**config.mk**
```make
export PLATFORM = sky130hd
export DESIGN_NAME = alu_16
export DESIGN_NICKNAME = d
export VERILOG_FILES = /design/src/rtl/alu_16.sv
export SDC_FILE = /design/constraint.sdc
export NUM_CORES = 1
export LEC_CHECK = 0
export CAP_MARGIN = 0
export CELL_PAD_IN_SITES_DETAIL_PLACEMENT = 2
export CELL_PAD_IN_SITES_GLOBAL_PLACEMENT = 2
export CORE_MARGIN = 5
export CORE_UTILIZATION = 35
export CTS_CLUSTER_DIAMETER = 150
export CTS_CLUSTER_SIZE = 20
export DETAILED_ROUTE_END_ITERATION = 10
export GPL_ROUTABILITY_DRIVEN = 0
export PLACE_DENSITY_LB_ADDON = 0.1
export SETUP_SLACK_MARGIN = 0.4
export SYNTH_ARGS = -nofsm -noshare
export SYNTH_HDL_FRONTEND = slang
export SYNTH_SLANG_ARGS = --single-unit
```
**constraint.sdc**
```tcl
create_clock -name clk -period 21.3 [get_ports clk]
set_input_delay 4.26 -clock clk [delete_from_list [all_inputs] [get_ports clk]]
set_output_delay 4.26 -clock clk [all_outputs]
set_load 0.02 [all_outputs]
```
**src/rtl/alu_16.sv**
```systemverilog
// alu_16: 16-bit ALU with combinational z/v/n flags and a loadable flag register.
// Define ALU_ROT_EN to turn opcodes 110/111 into rotates instead of zero-fill shifts.
`ifndef ALU_ADD
`define ALU_ADD 3'b000
`define ALU_SUB 3'b001
`define ALU_INC 3'b010
`define ALU_AND 3'b011
`define ALU_OR  3'b100
`define ALU_XOR 3'b101
`define ALU_SHL 3'b110
`define ALU_SHR 3'b111
`endif

module alu_16 (
    input  logic [2:0]  alu_op,
    input  logic [15:0] alu_a,
    input  logic [15:0] alu_b,
    output logic [15:0] alu_out,
    output logic        z,
    output logic        v,
    output logic        n,
    input  logic        clk,
    input  logic        rst,
    input  logic        flag_we,
    output logic        z_q,
    output logic        v_q,
    output logic        n_q
);
    logic [3:0]  sh;
    logic [15:0] sum, diff, shl, shr;
    assign sh   = alu_b[3:0];
    assign sum  = alu_a + alu_b;
    assign diff = alu_a - alu_b;
`ifdef ALU_ROT_EN
    assign shl = (alu_a << sh) | (alu_a >> (5'd16 - {1'b0, sh}));
    assign shr = (alu_a >> sh) | (alu_a << (5'd16 - {1'b0, sh}));
`else
    assign shl = alu_a << sh;
    assign shr = alu_a >> sh;
`endif
    always_comb begin
        alu_out = sum;
        v       = 1'b0;
        case (alu_op)
            `ALU_ADD, `ALU_INC: begin
                alu_out = sum;
                v       = (alu_a[15] == alu_b[15]) && (sum[15] != alu_a[15]);
            end
            `ALU_SUB: begin
                alu_out = diff;
                v       = (alu_a[15] != alu_b[15]) && (diff[15] != alu_a[15]);
            end
            `ALU_AND: alu_out = alu_a & alu_b;
            `ALU_OR:  alu_out = alu_a | alu_b;
            `ALU_XOR: alu_out = alu_a ^ alu_b;
            `ALU_SHL: alu_out = shl;
            default:  alu_out = shr;
        endcase
    end
    assign z = alu_out == 16'h0000;
    assign n = alu_out[15];
    always_ff @(posedge clk) begin
        if (rst) {z_q, v_q, n_q} <= 3'b000;
        else if (flag_we) {z_q, v_q, n_q} <= {z, v, n};
    end
endmodule

```
==> flow_metrics.env <==
export IMPL_outcome="finished clean"
export IMPL_cts_tree="built"
export IMPL_switchingPower_uw=87.14
export IMPL_rows=39
export IMPL_max_slew_margin_pct=33.30
export IMPL_ys_async_sr_fraction_pct=0
export IMPL_p_comb_share_pct=79.0
export IMPL_synth_top_family_by_area="compound AO/OA/AOI/OAI gates"
export IMPL_synth_compound_area_share_pct=30.98
export IMPL_cts_root_buf="clkbuf_16"
export IMPL_initial_core_util_pct=36.04
export IMPL_final_nets=713
export IMPL_seq_area_frac_synth_pct=1.441
export IMPL_period_share_pct=64.61
export IMPL_drv_slew=0
export IMPL_synth_seq_cells=3
export IMPL_io_buffers=59
export IMPL_cts_buffers=3
export IMPL_path_cells="clkdlybuf4s50_1 > buf_4 > clkinv_1 > ha_1 > nor2b_1 > o31ai_1 > a31o_1 > or4b_4 > or4_1 > or4_1 > nor4_2 > and3_1 > clkdlybuf4s50_1"
export IMPL_pwr_share_seq_pct=3.6
export IMPL_worst_r2r_endpoint="z_q$_SDFFE_PP0P_"
export IMPL_grt_total_usage_pct=25.46
export IMPL_maxCapViolCount=0
export IMPL_cts_sinks=3
export IMPL_worstHoldPathCells=2
export IMPL_first_pass_iters=5
export IMPL_drive_gt1_share_pct=7.903
export IMPL_synthCells=595
export IMPL_synth_edf_count=0
export IMPL_p_leak_nw=2.067
export IMPL_pwr_share_clk_pct=17.4
export IMPL_synthMuxAreaShare_pct=15.70
export IMPL_syn_nets=687
export IMPL_timing_fmax_ghz=0.07267
export IMPL_crit_type="primary input to primary output"
export IMPL_die_area_um2=14190
export IMPL_critPathRequiredTime_ps=17040
export IMPL_cp_slowest_stage_delay_ps=610
export IMPL_io_pins=60
export IMPL_core_area_um2=11560
export IMPL_drcViolationCount=0
export IMPL_antenna_found_initial=0
export IMPL_worstMarginPinSlew_ps=997.4
export IMPL_hold_violations=0
export IMPL_area_growth_pct=17.41
export IMPL_yosys_area_share_simple_pct=25.07
export IMPL_min_from="n_q$_SDFFE_PP0P_"
export IMPL_yosys_warnings=0
export IMPL_antenna_cells=0
export IMPL_final_cell_mix="clkdlybuf4s50_1, nand2_1, nor2_1, ha_1, inv_1"
export IMPL_crit_path_start_kind="primary input"
export IMPL_fin_crit_ps=13760
export IMPL_grt_max_degree=51
export IMPL_p_sw_share_pct=50.54
export IMPL_synth_area_um2=4168
export IMPL_clkLatencyLatePin_ps=220
export IMPL_clk_pin_slew_worst_paths_ps=30
export IMPL_p_per_area_nw_per_um2=35.23
export IMPL_die_w_um=119.1
export IMPL_crit_arrival_ps=9500
export IMPL_mostFrequentLayoutCell="clkdlybuf4s50_1"
export IMPL_routed_wl_mm=18.92
export IMPL_synthAdderAreaFrac_pct=16.57
export IMPL_clock_skew_ps=0
export IMPL_worst_slack_ps=7539
export IMPL_hold_end="n_q$_SDFFE_PP0P_"
export IMPL_nFillCells=1372
export IMPL_rrSetupSlack_ps=20550
export IMPL_hp_class="register to register"
export IMPL_ys_types=72
export IMPL_cp_max_fo=41
export IMPL_drtIter0Drc=242
export IMPL_viasPerCell=6.343
export IMPL_grt_ovfl_total=0
export IMPL_end_kind="primary output"
export IMPL_cts_hold_fix_buffers=0
export IMPL_ant_nets=0
export IMPL_grt_pass1_vias=5110
export IMPL_report_final_setup_viol=0
export IMPL_vias=4840
export IMPL_cp_slowest_cell="clkdlybuf4s50_1"
export IMPL_clock_path_buffers=2
export IMPL_place_hpwl_mm=14.91
export IMPL_grt_pass1_wl_mm=29.43
export IMPL_synth_xor_area_share_pct=1.261
export IMPL_grt_setup_unrepaired="no"
export IMPL_syn_area_per_cell_um2=7.005
export IMPL_ys_flop_type="dfxtp_1"
export IMPL_post_cts_buffers=0
export IMPL_vdd_drop_max_uv=21.14
export IMPL_wl_per_cell_um=24.80
export IMPL_ctsResizeCount=0
export IMPL_r2r_worst_path_cells=2
export IMPL_reg2reg_from="z_q$_SDFFE_PP0P_"
export IMPL_pre_cts_ws_ps=7608
export IMPL_die_h_um=119.1
export IMPL_p_int_uw=85.27
export IMPL_holdWs_ps=512.8
export IMPL_htree_levels=1
export IMPL_fin_tns_setup_ps=0
## synth_stat cells, types with 4 or more instances
library cell  instances  area share [%]
a21oi_1              39             4.7
xnor2_1               5             1.1
o21ai_0              29             3.5
nor3b_1               4            0.72
o21bai_1              4            0.72
a21o_1                8             1.4
or4_1                 6             1.1
a221o_1               4            0.96
buf_2                 5            0.60
or3_1                 6            0.90
inv_1                50             4.5
o31ai_1               7             1.3
clkbuf_1             34             3.1
o221ai_1              5             1.1
o211ai_1             10             1.8
mux2i_1              17             4.1
and3_1                5            0.75
nand2b_1              9             1.4
o2111ai_1             5             1.1
nor2_1               53             4.8
o22ai_1               5            0.75
ha_1                 52              16
mux4_2               15             8.1
nand3b_1              4            0.72
a211oi_1             12             2.2
mux2_2               13             3.5
nor4_1                6            0.90
nand2_1              56             5.0
nand3_1              12             1.4
a211o_1               6             1.3
nor2b_1              12             1.8
buf_1                 6            0.54
nor3_1               16             1.9
## power by group through the flow
stage               registers [mW]  clock network (mW)  logic [mW]
floorplan                  0.00656                   0      0.0825
global placement           0.00617                   0       0.130
detailed placement         0.00619                   0       0.134
CTS                        0.00614              0.0304       0.135
global route               0.00617              0.0309       0.146
finish                     0.00614              0.0300       0.136
## stage by stage
stage / instance area, µm² / util, % / std cells / total power [mW]
3_5_place_dp: 4815 / 41.63 / 759 / 0.1404
2_1_floorplan: 4168 / - / 595 / 0.08908
4_1_cts: 4893 / 42.31 / 763 / 0.1719
5_1_grt: 4893 / 42.31 / 763 / 0.1833
3_3_place_gp: 4815 / 41.63 / 759 / 0.1358
6_report: 4893 / 42.31 / 763 / 0.1724
## flip-flops by register name (all words and copies together) (netlist names)
name / count
v_q: 1
n_q: 1
z_q: 1
## layout make-up
class | instances | area [µm²] | share of cell area (%)
multi-input cells | 495 | 3739 | 76.40
inverters | 51 | 191.4 | 3.912
well taps | 143 | 178.9 | 3.656
repair buffers | 67 | 645.6 | 13.19
flip-flops and latches | 3 | 60.06 | 1.227
clock buffers | 4 | 78.83 | 1.611
## per-layer routing
metal	global-route usage, %	vias up	share of wire, %
li1	-	2265	-
met1	35.70	2425	48
met2	43.55	127	47
met3	2.085	23	4.0
met4	3.693	0	1.2
met5	0	-	0
## cells by family after synthesis
family / Yosys count
compound gates: 183
mux: 45
buf+inv: 97
flops: 3
simple gates: 207
fa+ha+maj: 54
xor+xnor: 6
## worst max-delay path by stage
stage	startpoint	cells after the start	slack, ps	to
3_5_place_dp	alu_b[2]	13	7610	z
4_1_cts	alu_b[2]	13	7550	z
2_1_floorplan	alu_b[1]	14	8450	z
3_3_place_gp	alu_b[2]	14	7770	z
6_report	alu_b[2]	13	7540	z
5_1_grt	alu_b[2]	13	7290	z
## worst max-delay path, delay by kind of cell
| kind | cells | cell delay (ps) |
|---|---|---|
| AOI/OAI and AO/OA | 2 | 370 |
| adders and majority gates | 1 | 560 |
| buffers and inverters | 4 | 1860 |
| and+or+nand+nor | 6 | 2440 |
Note: power is estimated with default switching activity, not from simulation.
